[config.mk]
export PLATFORM = sky130hd
export DESIGN_NAME = jk_q_monitor
export DESIGN_NICKNAME = d
export VERILOG_FILES = /design/src/rtl/jk_q_monitor.sv
export SDC_FILE = /design/constraint.sdc
export NUM_CORES = 1
export LEC_CHECK = 0
export BUFFER_PORTS_ARGS = -buffer_cell sky130_fd_sc_hd__buf_2
export CORE_MARGIN = 5
export CORE_UTILIZATION = 25
export CTS_CLUSTER_DIAMETER = 100
export DETAILED_ROUTE_END_ITERATION = 8
export GPL_TIMING_DRIVEN = 0
export PLACE_DENSITY = 0.44
export SYNTH_ARGS = -nofsm -noshare
export SYNTH_HDL_FRONTEND = slang
export SYNTH_SLANG_ARGS = --single-unit
[constraint.sdc]
create_clock -name clk -period 4.5 [get_ports clk]
set_input_delay 0.45 -clock clk [delete_from_list [all_inputs] [get_ports clk]]
set_output_delay 0.45 -clock clk [all_outputs]
set_load 0.005 [all_outputs]
[src/rtl/jk_q_monitor.sv]
// jk_q_monitor: rise/fall pulses and per-window rise count / high time of a JK flop's Q.
// Define JK_Q_SYNC_EN to insert a two-flop synchroniser ahead of the Q sampler.
module jk_q_monitor #(
  parameter int CNT_W  = 8,
  parameter int WINDOW = 16
) (
  input  logic             clk,
  input  logic             reset,
  input  logic             q_in,
  input  logic             enable,
  output logic             rise_pulse,
  output logic             fall_pulse,
  output logic [CNT_W-1:0] rise_count,
  output logic [CNT_W-1:0] high_time,
  output logic             overflow,
  output logic             window_done
);

  typedef enum logic [1:0] {IDLE, MEASURE, DONE} state_t;

  localparam logic [CNT_W-1:0] CNT_MAX  = '1;
  localparam logic [15:0]      WIN_LAST = 16'(WINDOW - 1);

  logic q_src;

`ifdef JK_Q_SYNC_EN
  logic sync1_q, sync1_d, sync2_q, sync2_d;

  always_comb begin
    sync1_d = q_in;
    sync2_d = sync1_q;
  end

  always_ff @(posedge clk or posedge reset) begin
    if (reset) begin
      sync1_q <= 1'b0;
      sync2_q <= 1'b0;
    end else begin
      sync1_q <= sync1_d;
      sync2_q <= sync2_d;
    end
  end

  assign q_src = sync2_q;
`else
  assign q_src = q_in;
`endif

  state_t           state_q, state_d;
  logic [15:0]      win_q, win_d;
  logic             q_r_q, q_r_d, q_p_q, q_p_d;
  logic [CNT_W-1:0] rise_acc_q, rise_acc_d, high_acc_q, high_acc_d;
  logic             sat_q, sat_d;
  logic [CNT_W-1:0] rise_count_q, rise_count_d, high_time_q, high_time_d;
  logic             overflow_q, overflow_d, done_q, done_d;

  assign rise_pulse  = q_r_q & ~q_p_q;
  assign fall_pulse  = ~q_r_q & q_p_q;
  assign rise_count  = rise_count_q;
  assign high_time   = high_time_q;
  assign overflow    = overflow_q;
  assign window_done = done_q;

  always_comb begin
    q_r_d        = q_src;
    q_p_d        = q_r_q;
    state_d      = state_q;
    win_d        = win_q;
    rise_acc_d   = rise_acc_q;
    high_acc_d   = high_acc_q;
    sat_d        = sat_q;
    rise_count_d = rise_count_q;
    high_time_d  = high_time_q;
    overflow_d   = overflow_q;
    done_d       = 1'b0;

    case (state_q)
      IDLE: begin
        rise_acc_d = '0;
        high_acc_d = '0;
        sat_d      = 1'b0;
        win_d      = '0;
        if (enable) state_d = MEASURE;
      end
      MEASURE: begin
        if (!enable) begin
          // Abort: discard the partial window, leave published results untouched.
          state_d    = IDLE;
          rise_acc_d = '0;
          high_acc_d = '0;
          sat_d      = 1'b0;
          win_d      = '0;
        end else begin
          if (rise_pulse) begin
            if (rise_acc_q == CNT_MAX) sat_d = 1'b1;
            else                       rise_acc_d = rise_acc_q + 1'b1;
          end
          if (q_r_q) begin
            if (high_acc_q == CNT_MAX) sat_d = 1'b1;
            else                       high_acc_d = high_acc_q + 1'b1;
          end
          if (win_q == WIN_LAST) begin
            state_d = DONE;
            win_d   = '0;
          end else begin
            win_d = win_q + 16'd1;
          end
        end
      end
      DONE: begin
        rise_count_d = rise_acc_q;
        high_time_d  = high_acc_q;
        overflow_d   = sat_q;
        done_d       = 1'b1;
        rise_acc_d   = '0;
        high_acc_d   = '0;
        sat_d        = 1'b0;
        win_d        = '0;
        state_d      = enable ? MEASURE : IDLE;
      end
      default: state_d = IDLE;
    endcase
  end

  always_ff @(posedge clk or posedge reset) begin
    if (reset) begin
      state_q      <= IDLE;
      win_q        <= '0;
      q_r_q        <= 1'b0;
      q_p_q        <= 1'b0;
      rise_acc_q   <= '0;
      high_acc_q   <= '0;
      sat_q        <= 1'b0;
      rise_count_q <= '0;
      high_time_q  <= '0;
      overflow_q   <= 1'b0;
      done_q       <= 1'b0;
    end else begin
      state_q      <= state_d;
      win_q        <= win_d;
      q_r_q        <= q_r_d;
      q_p_q        <= q_p_d;
      rise_acc_q   <= rise_acc_d;
      high_acc_q   <= high_acc_d;
      sat_q        <= sat_d;
      rise_count_q <= rise_count_d;
      high_time_q  <= high_time_d;
      overflow_q   <= overflow_d;
      done_q       <= done_d;
    end
  end

endmodule
==> metrics.cfg, run 1 <==
[synthesis]
yosys.area.top_type_share_pct=51.4
yosys_warnings=0
syn_area_um2=2680
yosysMostFrequentCell=dfrtp_1
synthCells=263
yosysTopAreaCell=dfrtp_1
synth_seq_cells=55
synth_top_family_by_area=simple AND/OR/NAND/NOR gates
netlist_top_cells_count=55 x dfrtp_1, 29 x nand2_1, 16 x o21ai_0
synth.yosys.seq_area_share_pct=51.4
synthArstFlopShare_pct=100
muxShareOfSynthArea_pct=5.89
synthDistinctLibCells=54
synth_edf_count=0
syn_area_per_cell_um2=10.2
synth_nets=270
synth-xor-area-share_pct=1.96
synthTopCellsByArea=dfrtp_1 51%, mux2_2 5.9%, nand2_1 4.1%, o21ai_0 3.0%, a21oi_1 2.6%
synth_fa_ha_area_share_pct=1.40
synth-simple-area-share_pct=21.4
synth_compound_area_share_pct=14.8
yosys_most_used_dff=dfrtp_1

[layout]
layout-drive-gt1-share_pct=22.8
antenna_cells=0
nNetsFinal=300
fin_area_um2=3070
area_growth_pct=14.5

[sta]
setup_viol=0
finalCritPeriodShare_pct=42.3
worst_slew_pin_slew_ps=647
skew_ps=14.2
slew_headroom_pct=56.4
max_freq_mhz=525
hold_slack_ps=83.1
hold_viol=0
rsz0062_at_grt=false
drv_slew=0
tns_ps=0
finalCriticalPeriod_ps=1910

[clocking]
ctsResizeCount=0
clockBufferDepth=2
cts_buffers=5
postCtsSetupRepairBufs=0
cts_tree=built
hold_buffers=0
clock-sinks=55
cts_htree_levels=2
clk_pin_slew_worst_paths_ps=110
clock_latency_ps=310
clockRootBuffer=clkbuf_8

[setup_path]
start_kind=flop
critPathMaxFanout=6
reg2reg_from=rise_acc_q[0]
r2r_cells=6
regToRegSetupSlack_ps=2590
critPathKind=reg -> reg
required_ps=4700
cp-end-kind=flop
worstPathArrival_ps=2110
r2r-end=rise_acc_q[0]

[global_routing]
grt_use_total_pct=10.5
antenna_found_initial=0
grt_pass1_wl_mm=10.9
grt_max_degree=42
overflow=0
grt_pass1_vias=2105

[pwr]
power_density_nw_per_um2=277
total_power_mw=0.849
total_leakage_power_nw=1.39
vdd_drop_max_uv=119

[place]
io_buffers=22
gp_congestion=0.815
placed_cell_area_um2=2980
hpwl_mm=4.67

[route]
drt-vias-per-instance=4.84
drc=0
ant_nets=0
drt_iter0_drc=91
post_drt_wl_per_cell_um=15.1
finalWirelength_mm=6.48
vias=2080
dr.pass1.iters=4

[flow_run]
drv_cap=0

[floorplanning]
ios=24
die_w_um=113
dieArea_um2=12900
fp.dieH_um=113
coreArea_um2=10400
rows=37
initial_core_util_pct=25.8

[min_path]
hold_path.class=in -> async

[run_status]
outcome=completed

[registers in the layout, summed over array words and instances (netlist names)]
name and cells:
q_p_q 1, win_q 16, high_time 8, window_done 1, high_acc_q 8, overflow 1
sat_q 1, q_p_d 1, rise_count 8, rise_acc_q 8, state_q 2
[area by class of cell]
| class | instances | area (um^2) |
|---|---|---|
| fill | 1112 | 7300 |
| tap | 136 | 170 |
| sequential | 55 | 1380 |
| timing repair buffer | 23 | 130 |
| multi-input combinational | 190 | 1220 |
| clock buffer | 6 | 72.6 |
| buffer | 7 | 41.3 |
| inverter | 11 | 41.3 |
| clock inverter | 2 | 16.3 |
[report_power, final]
group	switching [mW]	leakage, nW	internal (mW)	total, mW
clock network	0.170	0.0418	0.112	0.282
logic	0.0419	0.585	0.0180	0.0599
registers	0.00747	0.760	0.499	0.506
[cell families (layout without fill, tap and decap cells)]
kind of cell | Yosys count | in the layout
and+or+nand+nor | 105 | 105
xor gates and xnor gates | 6 | 6
AOI/OAI and AO/OA | 62 | 62
muxes | 14 | 14
adders and majority gates | 3 | 3
DFF | 55 | 55
buffers and inverters | 18 | 49
[per-stage QoR]
step                      setup slack (ps)  std cells  util, %
after floorplan                       2710        263        -
after global placement                1860        421     28.5
after detailed placement              2610        422     28.7
after CTS                             2580        430     29.6
after global routing                  2420        430     29.6
final                                 2590        430     29.6
[cell usage in the layout (no fill, tap or decap), drive strengths merged, types with 4 or more instances in the layout]
cell	count
nor3	11
nor4	4
inv	12
nand3	13
nand2	31
nand4	5
nor2	18
and2	4
o21ai	17
xnor2	5
clkbuf	7
a21oi	14
and3	5
a31oi	10
dfrtp	55
buf	29
or3	4
mux2	14
[worst max-delay path by stage]
stage / to / slack (ps) / startpoint / cells past startpoint
floorplan: high_acc_q[0] / 2710 / reset / 1
global placement: rise_count[6] / 1860 / reset / 2
detailed placement: rise_acc_q[0] / 2610 / rise_acc_q[0] / 6
CTS: rise_acc_q[0] / 2580 / rise_acc_q[0] / 6
global route: rise_acc_q[0] / 2420 / rise_acc_q[0] / 6
finish: rise_acc_q[0] / 2590 / rise_acc_q[0] / 6
[metal layers]
layer	vias to the layer above	wire (um)	track usage, %
met2	31	3020	16.4
met3	4	210	2.23
met5	-	0	0
met1	1018	3190	14.4
met4	0	62	3.45
li1	1027	-	-
[critical path, stage by stage (launching register included)]
cell and delay [ps]:
dfrtp_1 470, ha_1 220, nand2_1 110, o41ai_2 650, nor3_1 90, a31oi_1 170
a21oi_1 90
Note: power is estimated with default switching activity, not from simulation.
==> inputs of run 2 (changes only) <==
==> constraint.sdc (replaced) <==
create_clock -name clk -period 1.8 [get_ports clk]
set_input_delay 0.18 -clock clk [delete_from_list [all_inputs] [get_ports clk]]
set_output_delay 0.18 -clock clk [all_outputs]
set_load 0.005 [all_outputs]
==> metrics.cfg, run 2 (synthesis results as in run 1) <==
[run_status]
outcome=completed  ; unchanged

[sta]
skew_ps=14.8  ; was 14.2 ps
hold_slack_ps=176  ; was 83.1 ps
setup_slack_ps=86.4  ; was 2590 ps
max_freq_mhz=584  ; was 525 MHz
worst_slew_pin_slew_ps=625  ; was 647 ps
finalCriticalPeriod_ps=1710  ; was 1910 ps
hold_viol=0  ; unchanged
tns_ps=0  ; unchanged
drv_slew=0  ; unchanged
slew_headroom_pct=58.3  ; was 56.4%
setup_viol=0  ; unchanged
finalCritPeriodShare_pct=95.2  ; was 42.3%

[layout]
n_fill_cell=1106  ; was 1112
final_cell_mix=53 x dfrtp_1, 29 x nand2_1, 25 x buf_2, 15 x o21ai_0  ; was 55 x dfrtp_1, 29 x nand2_1, 25 x buf_2, 16 x o21ai_0, 15 x nor2_1
area_growth_pct=19.5  ; was 14.5%
fin_area_um2=3200  ; was 3070 um^2
final_common_cell=dfrtp_1  ; unchanged
regMostFlops=win_q  ; unchanged
layout-drive-gt1-share_pct=27.3  ; was 22.8%
nNetsFinal=310  ; was 300
antenna_cells=0  ; unchanged
multiInputGateArea_um2=1260  ; was 1220 um^2
largest_reg_flops=16  ; unchanged
seqCellArea_um2=1380  ; about the same

[global_routing]
antenna_found_initial=0  ; unchanged
grt_pass1_vias=2125  ; was 2105
grt_use_total_pct=10.5  ; about the same
overflow=0  ; unchanged
grt_max_degree=42  ; unchanged
grt_pass1_wl_mm=11.0  ; was 10.9 mm

[clocking]
clock-sinks=55  ; unchanged
cts_htree_levels=2  ; unchanged
clockRootBuffer=clkbuf_8  ; unchanged
clk_pin_slew_worst_paths_ps=100  ; was 110 ps
clock_latency_ps=310  ; about the same
cts_buffers=5  ; unchanged
cts_tree=built  ; unchanged
clockBufferDepth=2  ; unchanged

[setup_path]
start_kind=flop  ; unchanged
worstPathArrival_ps=1950  ; was 2110 ps
cp-end-kind=flop  ; unchanged
critPathKind=reg -> reg  ; unchanged
critPathMaxFanout=6  ; unchanged
required_ps=2040  ; was 4700 ps

[place]
hpwl_mm=4.67  ; unchanged
placed_cell_area_um2=2980  ; unchanged
gp_congestion=0.815  ; unchanged
io_buffers=22  ; unchanged
post-place-ws_ps=-92.5  ; was 2610 ps

[route]
met3_wirelength_um=230  ; was 210 um
wl_met2_mm=3.09  ; was 3.02 mm
finalWirelength_mm=6.62  ; was 6.48 mm
top_signal_layer_used=met4  ; unchanged
dr.pass1.iters=5  ; was 4
post_drt_wl_per_cell_um=15.0  ; was 15.1 um
drc=0  ; unchanged
ant_nets=0  ; unchanged
drt-met1-wl_mm=3.23  ; was 3.19 mm
vias=2145  ; was 2080
drt-vias-per-instance=4.88  ; was 4.84
drt_iter0_drc=84  ; was 91

[floorplanning]
die_w_um=113  ; unchanged
fp.dieH_um=113  ; unchanged
coreArea_um2=10400  ; unchanged
ios=24  ; unchanged
dieArea_um2=12900  ; unchanged
rows=37  ; unchanged
initial_core_util_pct=25.8  ; unchanged

[pwr]
total_leakage_power_nw=1.45  ; was 1.39 nW
power_density_nw_per_um2=674  ; was 277 nW/um^2
vdd_drop_max_uv=287  ; was 119 uV
total_power_mw=2.16  ; was 0.849 mW

[flow_run]
drv_cap=0  ; unchanged

[min_path]
hold_path.class=in -> reg  ; was in -> async

## run 2: layout make-up
| cell class | instances | share of cell area [%] |
|---|---|---|
| tap | 136 | 5.32 |
| clock inverter | 2 | 0.509 |
| timing repair buffer | 33 | 6.57 |
| multi-input combinational | 190 | 39.5 |
| clock buffer | 6 | 2.27 |
| inverter | 11 | 1.29 |
| sequential | 55 | 43.1 |
| buffer | 7 | 1.41 |
## run 2: final timing paths
path | startpoint | endpoint | slack [ps] | cells past startpoint
setup reg to reg | win_q[1] | win_q[10] | 90 | 6
hold reg to reg | high_time[2] | high_time[2] | 480 | 2
max in group asynchronous | reset | win_q[1] | 900 | 4
hold / removal | enable | state_q[0] | 180 | 2
min in group asynchronous | reset | rise_acc_q[6] | 360 | 3
setup / recovery | win_q[1] | win_q[10] | 90 | 6
## run 2: critical path, stage by stage (launching register included)
cell      delay [ps]
dfrtp_2          440
ha_4             180
and4b_1          200
and4_4           210
nand2b_4         180
or3_1            380
o21ai_2           70
## run 2: metal layers
layer,vias to the layer above,global-route usage [%]
li1,1051,-
met1,1042,14.5
met2,48,16.5
met3,4,2.23
met4,0,3.45
met5,-,0
## run 2: timing repair
item | 4_1_cts | 5_1_grt
resized for setup | 3 | 10
setup endpoints to repair | 14 | 22
hold buffers | 2 | 0
setup buffers | 3 | 5
pin swaps | 1 | 4
hold endpoints to repair | 15 | 0
## run 2: stage by stage
stage | utilization, % | std cells
floorplan | - | 263
global placement | 28.5 | 421
detailed placement | 28.7 | 422
CTS | 30.1 | 435
global route | 30.8 | 440
finish | 30.8 | 440
## run 2: where the power goes
part	internal, mW	leakage [nW]	switching, mW
logic	0.0666	0.647	0.115
registers	1.25	0.757	0.0169
clock network	0.281	0.0418	0.429
==> inputs of run 3 (changes only) <==
--- a/config.mk
+++ b/config.mk
@@ -6,12 +6,12 @@
 export NUM_CORES = 1
 export LEC_CHECK = 0
 export BUFFER_PORTS_ARGS = -buffer_cell sky130_fd_sc_hd__buf_2
-export CORE_MARGIN = 5
-export CORE_UTILIZATION = 25
+export CORE_UTILIZATION = 50
 export CTS_CLUSTER_DIAMETER = 100
 export DETAILED_ROUTE_END_ITERATION = 8
 export GPL_TIMING_DRIVEN = 0
-export PLACE_DENSITY = 0.44
+export PLACE_DENSITY = 0.73
+export RECOVER_POWER = 50
 export SYNTH_ARGS = -nofsm -noshare
 export SYNTH_HDL_FRONTEND = slang
 export SYNTH_SLANG_ARGS = --single-unit
==> metrics.cfg, run 3 (synthesis results as in run 1) <==
[setup_path]
cp-end-kind=flop  ; unchanged
regToRegSetupSlack_ps=100  ; was 90 ps
cpPeakStageDelay_ps=460  ; was 440 ps
reg2reg_from=rise_acc_q[0]  ; was win_q[1]
start_kind=flop  ; unchanged
cpMaxStageDelayCell=dfrtp_2  ; unchanged
crit_path_cell_trace=ha_1, and2_1, a211o_1, a21o_1, a21oi_1, nor2_1  ; was ha_4, and4b_1, and4_4, nand2b_4, or3_1, o21ai_2
r2r_cells=6  ; unchanged
path_buf_inv=0  ; unchanged
critPathKind=reg -> reg  ; unchanged
worstPathArrival_ps=1900  ; was 1950 ps
crit_family=compound AO/OA/AOI/OAI gates  ; was simple AND/OR/NAND/NOR gates
required_ps=2000  ; was 2040 ps
critPathMaxFanout=6  ; unchanged
startpoint=rise_acc_q[0]  ; was win_q[1]
r2r-end=rise_acc_q[5]  ; was win_q[10]

[sta]
drv_slew=0  ; unchanged
slew_headroom_pct=62.9  ; was 58.3%
hold_slack_ps=169  ; was 176 ps
finalCriticalPeriod_ps=1700  ; was 1710 ps
skew_ps=11.5  ; was 14.8 ps
worst_slew_pin_slew_ps=556  ; was 625 ps
rsz0062_at_grt=false
setup_viol=0  ; unchanged
hold_viol=0  ; unchanged
finalCritPeriodShare_pct=94.4  ; was 95.2%
tns_ps=0  ; unchanged
max_freq_mhz=589  ; was 584 MHz

[route]
post_drt_wl_per_cell_um=15.1  ; was 15.0 um
drt-vias-per-instance=5.73  ; was 4.88
finalWirelength_mm=5.57  ; was 6.62 mm
drc=0  ; unchanged
vias=2114  ; was 2145
ant_nets=0  ; unchanged
dr.pass1.iters=4  ; was 5
drt_iter0_drc=123  ; was 84

[clocking]
clock-sinks=55  ; unchanged
clock_latency_ps=310  ; about the same
clockBufferDepth=2  ; unchanged
clk_pin_slew_worst_paths_ps=100  ; about the same
cts_htree_levels=2  ; unchanged
cts_buffers=5  ; unchanged
cts_tree=built  ; unchanged
clockRootBuffer=clkbuf_8  ; unchanged

[layout]
seqCellArea_um2=1380  ; about the same
regMostFlops=win_q  ; unchanged
final_cell_mix=54 x dfrtp_1, 29 x nand2_1, 21 x buf_2, 16 x o21ai_0, 15 x nor2_1  ; was 53 x dfrtp_1, 29 x nand2_1, 25 x buf_2, 15 x o21ai_0
nNetsFinal=305  ; was 310
antenna_cells=0  ; unchanged
layout-drive-gt1-share_pct=22.7  ; was 27.3%
final_common_cell=dfrtp_1  ; unchanged
n_fill_cell=453  ; was 1106
fin_area_um2=3030  ; was 3200 um^2
largest_reg_flops=16  ; unchanged
area_growth_pct=13.0  ; was 19.5%
multiInputGateArea_um2=1230  ; was 1260 um^2

[global_routing]
grt_pass1_vias=1975  ; was 2125
grt_use_total_pct=22.0  ; was 10.5%
overflow=0  ; unchanged
grt_pass1_wl_mm=9.32  ; was 11.0 mm
antenna_found_initial=0  ; unchanged
grt_max_degree=44  ; was 42

[place]
placed_cell_area_um2=2890  ; was 2980 um^2
hpwl_mm=3.91  ; was 4.67 mm
gp_congestion=0.929  ; was 0.815
io_buffers=22  ; unchanged

[min_path]
hold_path.class=in -> reg  ; unchanged
hp-start=enable  ; unchanged
hold_depth=2  ; unchanged
min_to=state_q[0]  ; unchanged

[floorplanning]
die_w_um=75.2  ; was 113 um
ios=24  ; unchanged
rows=26  ; was 37
dieArea_um2=5650  ; was 12900 um^2
initial_core_util_pct=52.1  ; was 25.8%
coreArea_um2=5140  ; was 10400 um^2
fp.dieH_um=75.2  ; was 113 um

[pwr]
vdd_drop_max_uv=361  ; was 287 uV
total_power_mw=2.10  ; was 2.16 mW
total_leakage_power_nw=1.40  ; was 1.45 nW
power_density_nw_per_um2=693  ; was 674 nW/um^2

[run_status]
outcome=completed  ; unchanged

[flow_run]
drv_cap=0  ; unchanged

==> run 3: worst max path at each step <==
stage                               end  slack [ps]  cells after the start
after floorplan               win_q[11]         150                      6
after global placement      window_done        -380                      2
after detailed placement      win_q[13]         -50                      7
after CTS                     win_q[11]          40                      6
after global routing           win_q[8]          10                      7
final                     rise_acc_q[5]         100                      6
==> run 3: repair_timing <==
action                                 4_1_cts  5_1_grt
setup endpoints to repair                   10       11
gates resized for setup                      2        2
hold buffers                                 2        0
pin swaps                                    0        2
buffers inserted                             2        1
endpoints found under the hold margin       13        0
==> run 3: layout make-up <==
class,count,area share (%)
clock inverters,3,0.620
flip-flops and latches,55,45.5
repair buffers,28,5.13
plain buffers,7,1.49
multi-input cells,190,40.7
inverters,11,1.36
well taps,70,2.89
clock buffers,5,2.27
==> run 3: per-layer routing <==
metal | global-route usage (%) | up-vias | share of wire [%]
met5 | 0 | - | 0
met4 | 7.41 | 0 | 1.4
met3 | 4.28 | 7 | 3.3
met2 | 35.7 | 53 | 48
met1 | 29.7 | 1019 | 47
li1 | - | 1035 | -
==> run 3: worst reg2reg max path: stages (launching register included) <==
cell and delay [ps]:
dfrtp_2 460, ha_1 230, and2_1 200, a211o_1 320, a21o_1 190, a21oi_1 130
nor2_1 50
==> run 3: where the power goes <==
part | internal, mW | total [mW] | switching, mW | leakage, nW
combinational | 0.0528 | 0.160 | 0.107 | 0.594
clock | 0.275 | 0.673 | 0.399 | 0.0483
sequential | 1.25 | 1.26 | 0.0153 | 0.759
total | 1.57 | 2.10 | 0.521 | 1.40
==> run 3: per-stage QoR <==
step | std cells | setup slack, ps | util, %
floorplan | 263 | 149 | -
global placement | 355 | -383 | 55.9
detailed placement | 356 | -50.7 | 56.3
CTS | 368 | 41.2 | 59.0
global route | 369 | 11.1 | 58.9
finish | 369 | 101 | 58.9
